$ cat src/rtl/decode_format_mux_if.sv
// Handshake/bus bundle between the format decoders, decode_format_mux and the issue stage.
// Optional perf outputs exist only when DECODE_MUX_PERF_EN is defined.
interface decode_format_mux_if #(
    parameter int NUM_FMT = 6,
    parameter int IMM_W   = 16,
    parameter int CTRL_W  = 40,
    parameter int ADDR_W  = 64,
    parameter int OPC_W   = 6,
    parameter int IDX_W   = 3
);
    logic                        flush_i;
    logic [ADDR_W-1:0]           instructionAddress_i;
    logic [OPC_W-1:0]            opcode_i;
    logic [NUM_FMT-1:0]          fmtValid_i;
    logic [NUM_FMT*IMM_W-1:0]    fmtImm_i;
    logic [NUM_FMT*6-1:0]        fmtImmShift_i;
    logic [NUM_FMT-1:0]          fmtImmSigned_i;
    logic [NUM_FMT*CTRL_W-1:0]   fmtCtrl_i;
    logic                        ready_o;
    logic                        valid_o;
    logic                        ready_i;
    logic [ADDR_W-1:0]           instructionAddress_o;
    logic [OPC_W-1:0]            opcode_o;
    logic [63:0]                 imm_o;
    logic [CTRL_W-1:0]           ctrl_o;
    logic [IDX_W-1:0]            formatIndex_o;
    logic                        multiHit_o;
`ifdef DECODE_MUX_PERF_EN
    logic [31:0]                 perfIssued_o;
    logic [31:0]                 perfCollide_o;
    logic [31:0]                 perfStall_o;

    modport slave (
        input  flush_i, instructionAddress_i, opcode_i, fmtValid_i, fmtImm_i,
               fmtImmShift_i, fmtImmSigned_i, fmtCtrl_i, ready_i,
        output ready_o, valid_o, instructionAddress_o, opcode_o, imm_o, ctrl_o,
               formatIndex_o, multiHit_o, perfIssued_o, perfCollide_o, perfStall_o
    );
    modport master (
        output flush_i, instructionAddress_i, opcode_i, fmtValid_i, fmtImm_i,
               fmtImmShift_i, fmtImmSigned_i, fmtCtrl_i, ready_i,
        input  ready_o, valid_o, instructionAddress_o, opcode_o, imm_o, ctrl_o,
               formatIndex_o, multiHit_o, perfIssued_o, perfCollide_o, perfStall_o
    );
`else
    modport slave (
        input  flush_i, instructionAddress_i, opcode_i, fmtValid_i, fmtImm_i,
               fmtImmShift_i, fmtImmSigned_i, fmtCtrl_i, ready_i,
        output ready_o, valid_o, instructionAddress_o, opcode_o, imm_o, ctrl_o,
               formatIndex_o, multiHit_o
    );
    modport master (
        output flush_i, instructionAddress_i, opcode_i, fmtValid_i, fmtImm_i,
               fmtImmShift_i, fmtImmSigned_i, fmtCtrl_i, ready_i,
        input  ready_o, valid_o, instructionAddress_o, opcode_o, imm_o, ctrl_o,
               formatIndex_o, multiHit_o
    );
`endif
endinterface

$ cat src/rtl/decode_format_mux.sv
// Fixed-priority merge of parallel format-decoder outputs into a small output FIFO.
// Define DECODE_MUX_PERF_EN to add saturating issue/collision/stall counters.
module decode_format_mux #(
    parameter int NUM_FMT = 6,
    parameter int IMM_W   = 16,
    parameter int CTRL_W  = 40,
    parameter int ADDR_W  = 64,
    parameter int OPC_W   = 6,
    parameter int DEPTH   = 2,
    parameter int IDX_W   = 3
) (
    input  logic           clock_i,
    input  logic           reset_i,
    decode_format_mux_if.slave bus
);
    localparam int PTR_W = $clog2(DEPTH);
    localparam int CNT_W = PTR_W + 1;

    logic [IDX_W-1:0]  win_idx;
    logic [IMM_W-1:0]  win_imm;
    logic [5:0]        win_shift;
    logic              win_signed;
    logic [CTRL_W-1:0] win_ctrl;
    logic              any_hit;
    logic              multi_hit;
    logic [63:0]       imm_ext;
    logic [63:0]       imm_final;

    logic [ADDR_W-1:0] addr_q  [DEPTH];
    logic [OPC_W-1:0]  opc_q   [DEPTH];
    logic [63:0]       imm_q   [DEPTH];
    logic [CTRL_W-1:0] ctrl_q  [DEPTH];
    logic [IDX_W-1:0]  idx_q   [DEPTH];
    logic              multi_q [DEPTH];

    logic [PTR_W-1:0]  wr_ptr;
    logic [PTR_W-1:0]  rd_ptr;
    logic [CNT_W-1:0]  count;
    logic              push;
    logic              pop;
    logic              full;
    logic              empty;

    // Scanning from the top down leaves the lowest set channel as the winner.
    always_comb begin
        win_idx    = '0;
        win_imm    = '0;
        win_shift  = '0;
        win_signed = 1'b0;
        win_ctrl   = '0;
        for (int k = NUM_FMT - 1; k >= 0; k--) begin
            if (bus.fmtValid_i[k]) begin
                win_idx    = IDX_W'(k);
                win_imm    = bus.fmtImm_i[k*IMM_W +: IMM_W];
                win_shift  = bus.fmtImmShift_i[k*6 +: 6];
                win_signed = bus.fmtImmSigned_i[k];
                win_ctrl   = bus.fmtCtrl_i[k*CTRL_W +: CTRL_W];
            end
        end
    end

    assign any_hit   = |bus.fmtValid_i;
    assign multi_hit = |(bus.fmtValid_i & (bus.fmtValid_i - NUM_FMT'(1)));

    assign imm_ext   = win_signed ? {{(64-IMM_W){win_imm[IMM_W-1]}}, win_imm}
                                  : {{(64-IMM_W){1'b0}}, win_imm};
    assign imm_final = imm_ext << win_shift;

    assign full  = (count == CNT_W'(DEPTH));
    assign empty = (count == '0);
    assign push  = any_hit && !full && !bus.flush_i;
    assign pop   = !empty && bus.ready_i && !bus.flush_i;

    always_ff @(posedge clock_i) begin
        if (reset_i) begin
            count  <= '0;
            wr_ptr <= '0;
            rd_ptr <= '0;
            for (int i = 0; i < DEPTH; i++) begin
                addr_q[i]  <= '0;
                opc_q[i]   <= '0;
                imm_q[i]   <= '0;
                ctrl_q[i]  <= '0;
                idx_q[i]   <= '0;
                multi_q[i] <= 1'b0;
            end
        end else if (bus.flush_i) begin
            count  <= '0;
            wr_ptr <= '0;
            rd_ptr <= '0;
        end else begin
            if (push) begin
                addr_q[wr_ptr]  <= bus.instructionAddress_i;
                opc_q[wr_ptr]   <= bus.opcode_i;
                imm_q[wr_ptr]   <= imm_final;
                ctrl_q[wr_ptr]  <= win_ctrl;
                idx_q[wr_ptr]   <= win_idx;
                multi_q[wr_ptr] <= multi_hit;
                wr_ptr          <= wr_ptr + PTR_W'(1);
            end
            if (pop) begin
                rd_ptr <= rd_ptr + PTR_W'(1);
            end
            if (push && !pop) begin
                count <= count + CNT_W'(1);
            end else if (pop && !push) begin
                count <= count - CNT_W'(1);
            end
        end
    end

    assign bus.ready_o              = !full;
    assign bus.valid_o              = !empty;
    assign bus.instructionAddress_o = addr_q[rd_ptr];
    assign bus.opcode_o             = opc_q[rd_ptr];
    assign bus.imm_o                = imm_q[rd_ptr];
    assign bus.ctrl_o               = ctrl_q[rd_ptr];
    assign bus.formatIndex_o        = idx_q[rd_ptr];
    assign bus.multiHit_o           = multi_q[rd_ptr];

`ifdef DECODE_MUX_PERF_EN
    logic [31:0] perf_issued;
    logic [31:0] perf_collide;
    logic [31:0] perf_stall;

    // Counters survive flush so software sees whole-run totals.
    always_ff @(posedge clock_i) begin
        if (reset_i) begin
            perf_issued  <= '0;
            perf_collide <= '0;
            perf_stall   <= '0;
        end else begin
            if (pop && perf_issued != 32'hFFFF_FFFF) begin
                perf_issued <= perf_issued + 32'd1;
            end
            if (push && multi_hit && perf_collide != 32'hFFFF_FFFF) begin
                perf_collide <= perf_collide + 32'd1;
            end
            if (any_hit && full && perf_stall != 32'hFFFF_FFFF) begin
                perf_stall <= perf_stall + 32'd1;
            end
        end
    end

    assign bus.perfIssued_o  = perf_issued;
    assign bus.perfCollide_o = perf_collide;
    assign bus.perfStall_o   = perf_stall;
`endif
endmodule

$ cat src/flat_wrapper.sv
// flat-port wrapper written by rule: the top's interface ports become plain ports
module decode_format_mux_flat 
#(
    parameter int NUM_FMT = 6,
    parameter int IMM_W   = 16,
    parameter int CTRL_W  = 40,
    parameter int ADDR_W  = 64,
    parameter int OPC_W   = 6,
    parameter int DEPTH   = 2,
    parameter int IDX_W   = 3
)
  (clock_i, reset_i, bus_flush_i, bus_instructionAddress_i, bus_opcode_i, bus_fmtValid_i, bus_fmtImm_i, bus_fmtImmShift_i, bus_fmtImmSigned_i, bus_fmtCtrl_i, bus_ready_i, bus_ready_o, bus_valid_o, bus_instructionAddress_o, bus_opcode_o, bus_imm_o, bus_ctrl_o, bus_formatIndex_o, bus_multiHit_o);
  decode_format_mux_if #(.NUM_FMT(NUM_FMT), .IMM_W(IMM_W), .CTRL_W(CTRL_W), .ADDR_W(ADDR_W), .OPC_W(OPC_W), .IDX_W(IDX_W)) bus_i ();
  input  logic clock_i;
  input  logic reset_i;
  input wire logic [$bits(bus_i.flush_i)-1:0] bus_flush_i;
  input wire logic [$bits(bus_i.instructionAddress_i)-1:0] bus_instructionAddress_i;
  input wire logic [$bits(bus_i.opcode_i)-1:0] bus_opcode_i;
  input wire logic [$bits(bus_i.fmtValid_i)-1:0] bus_fmtValid_i;
  input wire logic [$bits(bus_i.fmtImm_i)-1:0] bus_fmtImm_i;
  input wire logic [$bits(bus_i.fmtImmShift_i)-1:0] bus_fmtImmShift_i;
  input wire logic [$bits(bus_i.fmtImmSigned_i)-1:0] bus_fmtImmSigned_i;
  input wire logic [$bits(bus_i.fmtCtrl_i)-1:0] bus_fmtCtrl_i;
  input wire logic [$bits(bus_i.ready_i)-1:0] bus_ready_i;
  output wire logic [$bits(bus_i.ready_o)-1:0] bus_ready_o;
  output wire logic [$bits(bus_i.valid_o)-1:0] bus_valid_o;
  output wire logic [$bits(bus_i.instructionAddress_o)-1:0] bus_instructionAddress_o;
  output wire logic [$bits(bus_i.opcode_o)-1:0] bus_opcode_o;
  output wire logic [$bits(bus_i.imm_o)-1:0] bus_imm_o;
  output wire logic [$bits(bus_i.ctrl_o)-1:0] bus_ctrl_o;
  output wire logic [$bits(bus_i.formatIndex_o)-1:0] bus_formatIndex_o;
  output wire logic [$bits(bus_i.multiHit_o)-1:0] bus_multiHit_o;
  assign bus_i.flush_i = bus_flush_i;
  assign bus_i.instructionAddress_i = bus_instructionAddress_i;
  assign bus_i.opcode_i = bus_opcode_i;
  assign bus_i.fmtValid_i = bus_fmtValid_i;
  assign bus_i.fmtImm_i = bus_fmtImm_i;
  assign bus_i.fmtImmShift_i = bus_fmtImmShift_i;
  assign bus_i.fmtImmSigned_i = bus_fmtImmSigned_i;
  assign bus_i.fmtCtrl_i = bus_fmtCtrl_i;
  assign bus_i.ready_i = bus_ready_i;
  assign bus_ready_o = bus_i.ready_o;
  assign bus_valid_o = bus_i.valid_o;
  assign bus_instructionAddress_o = bus_i.instructionAddress_o;
  assign bus_opcode_o = bus_i.opcode_o;
  assign bus_imm_o = bus_i.imm_o;
  assign bus_ctrl_o = bus_i.ctrl_o;
  assign bus_formatIndex_o = bus_i.formatIndex_o;
  assign bus_multiHit_o = bus_i.multiHit_o;
  decode_format_mux #(.NUM_FMT(NUM_FMT), .IMM_W(IMM_W), .CTRL_W(CTRL_W), .ADDR_W(ADDR_W), .OPC_W(OPC_W), .DEPTH(DEPTH), .IDX_W(IDX_W)) u_core (.clock_i(clock_i), .reset_i(reset_i), .bus(bus_i));
endmodule
$ cat config.mk
export PLATFORM = sky130hd
export DESIGN_NAME = decode_format_mux_flat
export DESIGN_NICKNAME = d
export VERILOG_FILES = /design/src/rtl/decode_format_mux_if.sv /design/src/rtl/decode_format_mux.sv /design/src/flat_wrapper.sv
export SDC_FILE = /design/constraint.sdc
export NUM_CORES = 1
export LEC_CHECK = 0
export ABC_AREA = 1
export CORE_AREA = 2 2 246 248
export CTS_BUF_LIST = sky130_fd_sc_hd__clkbuf_16
export DETAILED_ROUTE_END_ITERATION = 8
export DIE_AREA = 0 0 248 250
export HOLD_SLACK_MARGIN = 0.03
export MAX_ROUTING_LAYER = met4
export PLACE_DENSITY_LB_ADDON = 0.3
export SLEW_MARGIN = 20
export SYNTH_ARGS = -nofsm -noshare
export SYNTH_HDL_FRONTEND = slang
export SYNTH_SLANG_ARGS = --single-unit
$ cat constraint.sdc
create_clock -name clock_i -period 10 [get_ports clock_i]
set_clock_uncertainty 0.15 [all_clocks]
set_input_delay 1 -clock clock_i [delete_from_list [all_inputs] [get_ports clock_i]]
set_output_delay 1 -clock clock_i [all_outputs]
set_load 0.02 [all_outputs]
==> reports/qor.yml, run 1 <==
outcome: "finished clean"
fin_crit_ns: 4.93
relSlewSlack_pct: 25.2
cp_max_fo: 64
critPathKind: "in2reg"
vdd_drop_max_uv: 117
portBuffers: 637
synth_top_area_cell: "edfxtp_1"
finalSetupViolCount: 0
path_buf_inv: 5
cts_resized: 0
mostFrequentLayoutCell: "clkdlybuf4s50_1"
synth_edf_count: 356
ctsHoldBuffers: 0
io_pins: 638
gp_congestion: 1.01
end_kind: "flip-flop"
rows: 90
path_delay_family: "buffers and inverters"
worstHoldPathType: "reg2reg"
max_stage_delay_ns: 0.61
timing_hold_violations_final: 0
gr-total-overflow: 0
critical_path_required_ns: 10.13
cap_violations: 0
mostFrequentLayoutCells: "clkdlybuf4s50_1 (635), nor2_1 (366), nand2_1 (363), edfxtp_1 (356), nand3_1 (206)"
post-place-cells: 3376
clockBufferDepth: 3
drtIter0Drc: 1428
grt_max_degree: 91
timing.critical_path.cells: "clkdlybuf4s50_1, buf_4, inv_4, nand2_4, o22ai_1, nor2_1, o21ai_0, nand2_1, o21ai_2, buf_4, inv_1, nand3_1, nand2_1, nand2_1, nor2_1, nor2_1, nor2_1"
ys_ff_latch: 361
syn-num-nets: 2540
ys.flop_type: "edfxtp_1"
tightest_slew_ns: 1.12
cts_root_buf: "clkbuf_16"
core-area_um2: 59600
syn2layout_area_growth_pct: 42.5
timing.hold.ws_ns: 0.316
tritoncts: "built"
clock-sinks: 361
via_count: 17905
grt_usage_pct: 26.0
finalCritPeriodShare_pct: 49.3
grt_pass1_wl_um: 116000
insertion_delay_ns: 0.57
dr.pass1.iters: 5
die_h_um: 250
crit_path_frequent_cell: "nor2_1"
final_max_slew_viol_count: 0
pre_cts_ws_ns: 4.54
antenna_found_initial: 13
async_flop_share_pct: 0
fp.dieW_um: 248
drc: 0
synth.top_cell.area_share_pct: 53.9
ant_nets: 0
htreeDepth: 2
instances_no_fill: 3464
via_per_inst: 5.17
numCtsBuffers: 42
leakage_nw: 11.1
synthDistinctLibCells: 44
grt_pass1_vias: 18162
arrival_ns: 5.05
post_drt_wl_per_cell_um: 23.4
finalPower_mw: 4.48
drt-total-wl_um: 80900
rsz0062_at_grt: "false"
power.density_nw_per_um2: 158
layout-drive-gt1-share_pct: 11.5
netlist_top_cells_area: "edfxtp_1 (54%), mux2_2 (10%), nor2_1 (6.9%)"
initial_core_util_pct: 33.3
synth.avg_cell_area_um2: 9.54
syn-cell-area_um2: 19800
yosys_warnings: 0
dieArea_um2: 62000
dpl.hpwl_um: 59000
layout.nets: 3097
postCtsSetupBuffers: 0
fmax_mhz: 203
layout_setup_ws_ns: 5.07
cts.clk_slew.worst_paths_ns: 0.06
fin_setup_tns_ns: 0
critPathSlowestCell: "nand2_4"
start_kind: "input pin"
synth-seq-area-share_pct: 54.4
syn_inst: 2081
[path summary, 6_finish.rpt]
kind / startpoint / slack, ns / depth (start not counted) / to
hold reg to reg: u_core.rd_ptr / 0.32 / 2 / flip-flop
setup reg to reg: u_core.count[0] / 6.56 / 7 / u_core.ctrl_q[0][39]
hold / removal: u_core.rd_ptr / 0.32 / 2 / flip-flop
setup / recovery: bus_fmtValid_i[2] / 5.07 / 17 / u_core.imm_q[0][45]
[layer usage]
metal	track usage, %	wire (um)
met3	6.03	6740
met4	9.12	2680
met5	-	0
met2	41.3	38700
met1	32.5	32800
[layout make-up]
type,instances,area (um^2)
inverters,154,586
flip-flops and latches,361,10800
well taps,782,978
fillers,5600,31300
diodes,12,30.0
multi-input cells,1418,7810
repair buffers,661,6550
clock buffers,42,1050
clock inverters,34,485
[flip-flops by register name, indices dropped and copies added, names as in the netlist, named ones only]
| signal | count |
|---|---|
| u_core.wr_ptr | 1 |
| u_core.ctrl_q | 80 |
| u_core.imm_q | 128 |
| u_core.addr_q | 128 |
| u_core.rd_ptr | 1 |
| u_core.opc_q | 12 |
| u_core.multi_q | 2 |
| u_core.count | 2 |
| u_core.idx_q | 6 |
[power breakdown]
group          leakage [nW]  total, mW  internal [mW]  switching, mW
Sequential             3.77       1.79           1.77         0.0242
Clock                 0.771       1.70           1.06          0.639
Combinational          6.54      0.990          0.425          0.565
Total                  11.1       4.48           3.25           1.23
[per-stage QoR]
stage               utilization [%]  cell area [um^2]
CTS                            47.4             28300
detailed placement             44.9             26700
finish                         47.5             28300
floorplan                         -             19800
global route                   47.5             28300
global placement               44.9             26700
[cells in the mapped netlist, types with 2 or more instances]
cell type,n
a21oi_1,99
a21oi_4,2
a22o_1,2
a22oi_1,29
a31oi_1,17
and2_1,2
buf_1,27
buf_2,53
buf_4,12
buf_6,5
clkbuf_1,51
clkinv_1,2
dfxtp_1,5
edfxtp_1,356
inv_1,145
inv_2,6
mux2_2,178
nand2_1,366
nand2_2,2
nand2_4,3
nand3_1,206
nand3b_1,2
nand4_1,13
nor2_1,367
nor2_2,8
nor3_1,4
o21a_1,24
o21ai_0,12
o21ai_1,4
o21ai_2,5
o221ai_1,41
o22ai_1,20
or2_2,2
[worst register-to-register path, stage by stage (launching register included)]
cell,delay [ns]
dfxtp_1,0.34
inv_1,0.09
a21oi_1,0.17
nand2_1,0.10
nor2_1,0.17
nand2_4,0.35
nand2_4,0.70
buf_4,0.89
[cell families after synthesis]
| family | synth area share, % |
|---|---|
| AND/OR/NAND/NOR | 20.4 |
| flip-flops | 54.4 |
| buffers and inverters | 6.47 |
| AO/OA/AOI/OAI | 8.61 |
| multiplexers | 10.1 |
| adder cells (fa/ha/maj) | 0.0630 |
Note: power is estimated with default switching activity, not from simulation.
==> inputs of run 2 (changes only) <==
--- a/config.mk
+++ b/config.mk
@@ -6,10 +6,10 @@
 export NUM_CORES = 1
 export LEC_CHECK = 0
 export ABC_AREA = 1
-export CORE_AREA = 2 2 246 248
+export CORE_AREA = 2 2 245 247
 export CTS_BUF_LIST = sky130_fd_sc_hd__clkbuf_16
 export DETAILED_ROUTE_END_ITERATION = 8
-export DIE_AREA = 0 0 248 250
+export DIE_AREA = 0 0 247 249
 export HOLD_SLACK_MARGIN = 0.03
 export MAX_ROUTING_LAYER = met4
 export PLACE_DENSITY_LB_ADDON = 0.3
==> constraint.sdc (replaced) <==
create_clock -name clock_i -period 4 [get_ports clock_i]
set_clock_uncertainty 0.15 [all_clocks]
set_input_delay 0.4 -clock clock_i [delete_from_list [all_inputs] [get_ports clock_i]]
set_output_delay 0.4 -clock clock_i [all_outputs]
set_load 0.02 [all_outputs]
==> run 2 against run 1 <==
  * Via count about the same
  * Routed wire length decreased by 1.8%
  * Final area about the same
  * Core utilization increased by 0.74 points
  * Sequential power increased by 150%
  * Sequential share of layout area about the same
  * Clock power increased by 110%
  * Final cell count increased by 0.26%
  * Power increased by 130%
  * Count of clock-buffer cells in the layout decreased by 1
  * Combinational power increased to 2.5 times the previous value
  * Register-to-register slack got worse by 5.0 ns
  * Critical path type unchanged
  * Critical endpoint is now u_core.imm_q[0][42]
==> reports/qor.yml, run 2 (synthesis results as in run 1) <==
outcome: "finished clean"
via_count: 17903
end_kind: "flip-flop"
multi_input_area_um2: 7830
dr.pass1.iters: 5
seq_area_um2: 10800
ctsHoldBuffers: 0
rows: 89
layout.nets: 3115
grt_pass1_wl_um: 115000
post_drt_wl_per_cell_um: 22.9
use_met2_pct: 40.4
dieArea_um2: 61500
cp_max_fo: 25
critPathKind: "in2reg"
tightest_slew_ns: 1.04
gp_congestion: 0.959
worstHoldPathType: "reg2reg"
layout-drive-gt1-share_pct: 11.8
grt_usage_pct: 25.8
fin_setup_tns_ns: 0
postCtsSetupBuffers: 0
critical_path_required_ns: 4.13
grt_pass1_vias: 18152
portBuffers: 637
cap_violations: 0
final_max_slew_viol_count: 0
tritoncts: "built"
met1_usage_pct: 32.5
via_per_inst: 5.15
pre_cts_ws_ns: 0.242
cts.clk_slew.worst_paths_ns: 0.06
insertion_delay_ns: 0.56
relSlewSlack_pct: 30.9
cts_root_buf: "clkbuf_16"
clock-sinks: 361
gr-total-overflow: 0
finalPower_mw: 10.5
finalSetupViolCount: 0
fin_crit_ns: 3.23
power.density_nw_per_um2: 371
fillers: 5470
start_kind: "input pin"
fp.dieW_um: 247
arrival_ns: 3.36
met3_usage_pct: 6.09
reg_top3: "u_core.addr_q: 128 flops, u_core.imm_q: 128 flops, u_core.ctrl_q: 80 flops"
drt-total-wl_um: 79400
core-area_um2: 58700
antenna_found_initial: 16
clockBufferDepth: 3
mostFrequentLayoutCell: "clkdlybuf4s50_1"
mostFrequentLayoutCells: "clkdlybuf4s50_1 (635), nor2_1 (365), nand2_1 (363), edfxtp_1 (356), nand3_1 (206)"
grt_max_degree: 108
htreeDepth: 2
grt-busiest-layer: "met2"
timing_hold_violations_final: 0
cts_resized: 0
die_h_um: 249
layout_setup_ws_ns: 0.771
io_pins: 638
dpl.hpwl_um: 59600
drtIter0Drc: 1335
vdd_drop_max_uv: 310
fmax_mhz: 310
rsz0062_at_grt: "false"
initial_core_util_pct: 33.8
leakage_nw: 11.1
ant_nets: 0
numCtsBuffers: 41
syn2layout_area_growth_pct: 42.6
finalCritPeriodShare_pct: 80.7
drc: 0
run 2: per-stage QoR:
step,cell area (um^2),instances,hold slack (ns),util [%]
after floorplan,19900,2081,0.297,-
after global placement,27000,3386,0.302,46.0
after detailed placement,27000,3386,0.314,46.0
after CTS,28300,3457,0.293,48.2
after global routing,28300,3473,0.332,48.2
final,28300,3473,0.321,48.2
run 2: where the power goes:
part / internal [mW] / switching (mW)
clock network: 2.00 / 1.52
logic: 1.10 / 1.42
registers: 4.42 / 0.0535
run 2: metal layers:
layer  vias to the layer above  routed length [um]
li1                       8362                   -
met1                      8631               33100
met2                       783               37400
met3                       127                6230
met4                         0                2690
met5                         -                   0
run 2: final cells by class:
cell class | instances | area share, %
well taps | 773 | 3.42
clock inverters | 30 | 0.760
inverters | 154 | 2.07
diodes | 16 | 0.141
flip-flops and latches | 361 | 38.1
clock buffers | 41 | 3.63
repair buffers | 680 | 24.2
multi-input cells | 1418 | 27.7
run 2: final timing paths:
| path | from | slack (ns) | cells past startpoint | to |
|---|---|---|---|---|
| max | bus_fmtValid_i[2] | 0.77 | 16 | u_core.imm_q[0][42] |
| min | u_core.rd_ptr | 0.32 | 2 | flip-flop |
| max reg2reg | u_core.count[0] | 1.54 | 9 | u_core.addr_q[1][40] |
| min reg2reg | u_core.rd_ptr | 0.32 | 2 | flip-flop |
run 2: critical path, stage by stage:
cell and delay, ns:
clkdlybuf4s50_1 0.63, inv_4 0.13, nand2_4 0.26, nor2_2 0.06, nor2_2 0.09, nand2_2 0.09
a21boi_2 0.45, nand2_1 0.14, nand3_1 0.17, nand3_1 0.14, nand3_1 0.17, nand2_1 0.13
nand2_1 0.09, nor2_1 0.04, nor2_1 0.28, nor2_1 0.07
==> inputs of run 3 (changes only) <==
==> constraint.sdc (replaced) <==
create_clock -name clock_i -period 2.6 [get_ports clock_i]
set_clock_uncertainty 0.15 [all_clocks]
set_input_delay 0.26 -clock clock_i [delete_from_list [all_inputs] [get_ports clock_i]]
set_output_delay 0.26 -clock clock_i [all_outputs]
set_load 0.02 [all_outputs]
==> run 3 against run 2 <==
  * Sequential share of layout area shrank 2.4 points
  * Final cell count grew 4.6%
  * Non-clock buffer count grew 167
  * Core utilization grew 3.2 points
  * Final area grew 6.7%
  * Via count grew 4.3%
  * Power grew 57%
  * Count of clock-buffer cells in the layout shrank 1
  * First-iteration DRC count shrank 2.0%
==> reports/qor.yml, run 3 (synthesis results as in run 1) <==
outcome: "finished clean"
syn2layout_area_growth_pct: 52.2
layout_setup_ws_ns: 0.0520
rows: 89
vdd_drop_max_uv: 416
via_count: 18667
gr-total-overflow: 0
multi_input_area_um2: 8180
finalCritPeriodShare_pct: 98.0
final_max_slew_viol_count: 0
critPathKind: "in2reg"
end_kind: "flip-flop"
post_drt_wl_per_cell_um: 22.5
drt-total-wl_um: 81800
cp_max_fo: 9
leakage_nw: 12.6
pre_cts_ws_ns: -0.655
finalSetupViolCount: 0
portBuffers: 637
tritoncts: "built"
dpl.hpwl_um: 61700
dieArea_um2: 61500
cts.clk_slew.worst_paths_ns: 0.06
cts_root_buf: "clkbuf_16"
die_h_um: 249
cap_violations: 0
clockBufferDepth: 3
worstHoldPathType: "in2reg"
rsz0062_at_grt: "true"
grt_max_degree: 55
power.density_nw_per_um2: 545
drc: 0
design_area_um2: 30200
layout.nets: 3282
mostFrequentLayoutCells: "clkdlybuf4s50_1 (467), nor2_1 (357), nand2_1 (356), edfxtp_1 (356), mux2_2 (178)"
timing_hold_violations_final: 0
timing.hold.ws_ns: 0.208
clock-sinks: 361
dr.pass1.iters: 6
via_per_inst: 5.14
reg_top3: "u_core.addr_q: 128 flops, u_core.imm_q: 128 flops, u_core.ctrl_q: 80 flops"
ant_nets: 0
max_stage_delay_ns: 0.41
seq_area_um2: 10800
timing.critical_path.cells: "clkdlybuf4s50_1, buf_6, inv_6, buf_8, o21ai_2, nor2_2, nand2_2, buf_4, a21oi_4, buf_12, nand3_1, nor2_1, buf_4, nand2_1, nand3_1, nand3_2, nor2_1"
grt_usage_pct: 26.4
start_kind: "input pin"
tightest_slew_ns: 0.581
drtIter0Drc: 1308
initial_core_util_pct: 33.8
fmax_mhz: 392
io_pins: 638
critPathSlowestCell: "clkdlybuf4s50_1"
core-area_um2: 58700
fp.dieW_um: 247
numCtsBuffers: 40
mostFrequentLayoutCell: "clkdlybuf4s50_1"
grt_pass1_wl_um: 118000
layout-drive-gt1-share_pct: 19.8
fin_crit_ns: 2.55
fin_setup_tns_ns: 0
critical_path_required_ns: 2.85
dpl_cell_area_um2: 28400
insertion_delay_ns: 0.56
relSlewSlack_pct: 61.2
gp_congestion: 1.01
finalPower_mw: 16.4
fillers: 5383
antenna_found_initial: 10
grt_pass1_vias: 18777
htreeDepth: 2
arrival_ns: 2.80
run 3: cell types whose count changed in the layout (fill, tap and decap cells not counted), moves of 27 or more:
cell             before  now
buf_12               12   39
nand3_1             206  167
nand3_2               1   39
buf_4                31  165
clkdlybuf4s50_1     635  467
dlygate4sd2_1         0  156
run 3: layer usage:
metal,track usage [%],routed length (um),vias up
li1,-,-,8714
met1,33.3,33900,9010
met2,43.1,39500,818
met3,4.95,6090,125
met4,7.52,2350,0
met5,-,0,-
run 3: report_power, final:
group          switching [mW]  internal, mW
sequential             0.0855          6.80
clock                    2.32          3.02
combinational            2.33          1.89
run 3: critical path, delay by kind of cell:
family,cells,cell delay (ns)
buf+inv,7,1.25
simple gates,8,0.98
compound gates,2,0.28
run 3: per-stage QoR:
stage / instances / utilization (%)
3_3_place_gp: 3526 / 48.4
2_1_floorplan: 2081 / -
5_1_grt: 3634 / 51.5
6_report: 3634 / 51.5
4_1_cts: 3601 / 50.3
3_5_place_dp: 3526 / 48.4
run 3: layout make-up:
cell class,count,share of cell area [%]
Sequential cell,361,35.7
Timing Repair Buffer,847,27.9
Multi-Input combinational cell,1419,27.1
Clock buffer,40,3.31
Tap cell,773,3.20
Inverter,154,1.98
Clock inverter,32,0.758
Antenna cell,8,0.0663
run 3: worst paths after layout:
check,startpoint,end,slack [ns],cells past startpoint
min,bus_ready_i,u_core.rd_ptr,0.21,3
min reg2reg,u_core.count[0],u_core.count[0],0.32,2
max,bus_fmtValid_i[2],u_core.imm_q[0][30],0.05,17
max reg2reg,u_core.count[0],u_core.imm_q[1][35],0.63,9
run 3: repair_timing:
item                                    in CTS  in global routing
buffers inserted                             1                 20
endpoints found under the setup margin     176                121
pin swaps                                    1                 13
gates cloned                                 2                  5
gates resized for setup                    168                 86
hold buffers                                 0                  0
==> variant: new RTL, config.mk and constraints of run 3 <==
`IMM_W` is set to 16 in 3 places; all go to 18.
--- a/src/rtl/decode_format_mux_if.sv
+++ b/src/rtl/decode_format_mux_if.sv
@@ -4,3 +4,3 @@
     parameter int NUM_FMT = 6,
-    parameter int IMM_W   = 16,
+    parameter int IMM_W   = 18,
     parameter int CTRL_W  = 40,
--- a/src/rtl/decode_format_mux.sv
+++ b/src/rtl/decode_format_mux.sv
@@ -4,3 +4,3 @@
     parameter int NUM_FMT = 6,
-    parameter int IMM_W   = 16,
+    parameter int IMM_W   = 18,
     parameter int CTRL_W  = 40,
--- a/src/flat_wrapper.sv
+++ b/src/flat_wrapper.sv
@@ -4,3 +4,3 @@
     parameter int NUM_FMT = 6,
-    parameter int IMM_W   = 16,
+    parameter int IMM_W   = 18,
     parameter int CTRL_W  = 40,
Ports: changed (resized bus_fmtImm_i); port bits go from 638 to 650. No check against the original RTL was run, so the function may have changed too.
==> variant against run 3 <==
Final area shrank 0.54%; power is 0.77% higher; register-to-register slack got worse by 0.12 ns; wire length grew 10%; worst setup slack worse by 0.0044 ns; synthesized area decreased by 0.36%; hold slack worse by 0.0068 ns; sequential cell count is the same; first-iteration DRC count up 21%; critical path type is now flip-flop to primary output; critical endpoint is now bus_imm_o[53]; largest cell class unchanged; largest power group unchanged.
==> variant: results (changes against run 3) <==
* Share of cells above drive strength 1 at 0.179 (-0.0193)
* Critical path peak fanout at 22 (+13)
* Yosys warnings at 0 (unchanged)
* Cts hold-fix bufs at 0 (unchanged)
* TritonRoute pass-1 iters at 5 (-1)
* Fraction of registers with async set/reset at 0 (unchanged)
* Max Buffers Root-to-Sink at 3 (unchanged)
* Placer Congestion at 1.03 (+1.8%)
* Dpl ws at -0.620 ns (+0.0348 ns)
* Synth unique cells at 39 (-11%)
* Worst setup SP type: flip-flop
* Worst slew pin tran at 0.610 ns (+0.0281 ns)
* Synth area leaders: edfxtp_1 (54%), mux2_2 (10%), nand2_1 (6.7%)
* Worst Hold Class: primary input to flip-flop
* DP HPWL at 70,800 um (+15%)
* Slowest cell on crit path: dfxtp_4
* Peak supply drop at 0.408 mV (-2.0%)
* GRT Overall Usage at 0.296 (+0.0319)
* Antenna violations before repair at 15 (+5)
* First-pass GRT wire length at 130,000 um (+9.8%)
* Reg2reg setup slack at 0.51 ns (-0.12 ns)
* Hold_ws at 0.201 ns (-0.00676 ns)
* H-tree Lvls at 2 (unchanged)
* DR WL/cell at 24.8 um (+10%)
* Post-route DRC at 0 (unchanged)
* Top cells by count, synth: edfxtp_1 (356), nand2_1 (353), nor2_1 (353), nand3_1 (236), mux2_2 (178)
* DP Cell Count at 3,547 (+0.60%)
* WP data arrival at 2.14 ns (-0.66 ns)
* Cts bufs inserted at 40 (unchanged)
* Final net count at 3,290 (+0.24%)
* Min-delay src: bus_ready_i
* Worst r2r src: u_core.count[0]
* Mapped Cells at 2,077 (-0.19%)
* Root Driver: clkbuf_16
* Endpoints failing setup at 0 (unchanged)
* Final Slew Violations at 0 (unchanged)
* Leakage at 12.6 nW (-0.47%)
* Number of flops mapped to enable cells by yosys at 356 (unchanged)
* Clock network latency to the later pin of the worst-skew pair at 0.55 ns
* Max Cap Violations at 0 (unchanged)
* Fillers at 5,387 (+0.074%)
* IO buf count at 649 (+1.9%)
* First DRT Iteration DRCs at 1,578 (+21%)
* Worst hold path depth at 3 (unchanged)
* Worst r2r path cells at 10 (+1)
* Layout Cells excl Fill at 3,634 (unchanged)
* Sequential area share after synthesis at 0.546 (+0.00196)
* Synth Net Count at 2,548 (+0.31%)
* Status: complete, no violations
* DR vias at 18,919 (+1.3%)
* Tmin final at 2.55 ns (+0.00437 ns)
* Maximum number of pins on one net before global-route repair at 53 (-3.6%)
* Critical Path Max Stage Delay at 0.41 ns (about the same)
* Clk pin slew, worst setup/hold paths at 0.06 ns (about the same)
* Largest registers: u_core.addr_q x128, u_core.imm_q x128, u_core.ctrl_q x80
==> variant: final timing paths <==
kind,to
worst max-delay path,bus_imm_o[53]
worst min-delay path,flip-flop
worst max register to register,u_core.imm_q[1][1]
worst min register to register,u_core.count[0]
==> variant: kinds of logic after synthesis <==
family,after synthesis,synth area share
flip-flops,361,0.546
AO/OA/AOI/OAI,270,0.0869
AND/OR/NAND/NOR,976,0.205
multiplexers,178,0.101
adder cells (fa/ha/maj),1,0.000633
buffers and inverters,291,0.0604
==> variant: report_power, final <==
part	switching, mW	internal (mW)
clock	2.34	3.13
sequential	0.0863	6.80
combinational	2.34	1.87
==> variant: worst max-delay path: cells and delay by family (launching register included) <==
family	cells	cell delay [ns]
buffers and inverters	3	0.74
DFF	1	0.41
muxes	1	0.41
==> variant: cell type report <==
class / instances / area share
timing repair buffer: 844 / 0.281
clock buffer: 42 / 0.0350
sequential: 361 / 0.359
clock inverter: 29 / 0.00704
multi-input combinational: 1425 / 0.265
antenna: 13 / 0.00108
tap: 773 / 0.0322
inverter: 147 / 0.0187
==> variant: routing by layer <==
layer | vias up | share of wire | wire length [um] | GRT usage
met4 | 0 | 0.032 | 2850 | 0.0916
met2 | 894 | 0.49 | 43900 | 0.489
met5 | - | 0 | 0 | -
met3 | 129 | 0.078 | 7060 | 0.0557
met1 | 9171 | 0.40 | 36400 | 0.364
li1 | 8725 | - | - | -
==> variant: through the flow <==
| step | util | area (um2) | TNS [ns] | power (mW) |
|---|---|---|---|---|
| floorplan | - | 19800 | 0 | 8.86 |
| global placement | 0.488 | 28700 | -310.27 | 11.3 |
| detailed placement | 0.488 | 28700 | -333.04 | 11.3 |
| CTS | 0.508 | 29800 | -0.405 | 16.7 |
| global route | 0.512 | 30000 | -0.0488 | 17.2 |
| finish | 0.512 | 30000 | 0 | 16.6 |
==> variant: repair_timing <==
item	4_1_cts	5_1_grt
pin swaps	0	3
cloned	0	1
gates resized for setup	124	45
setup endpoints to repair	148	398
buffers inserted	0	2
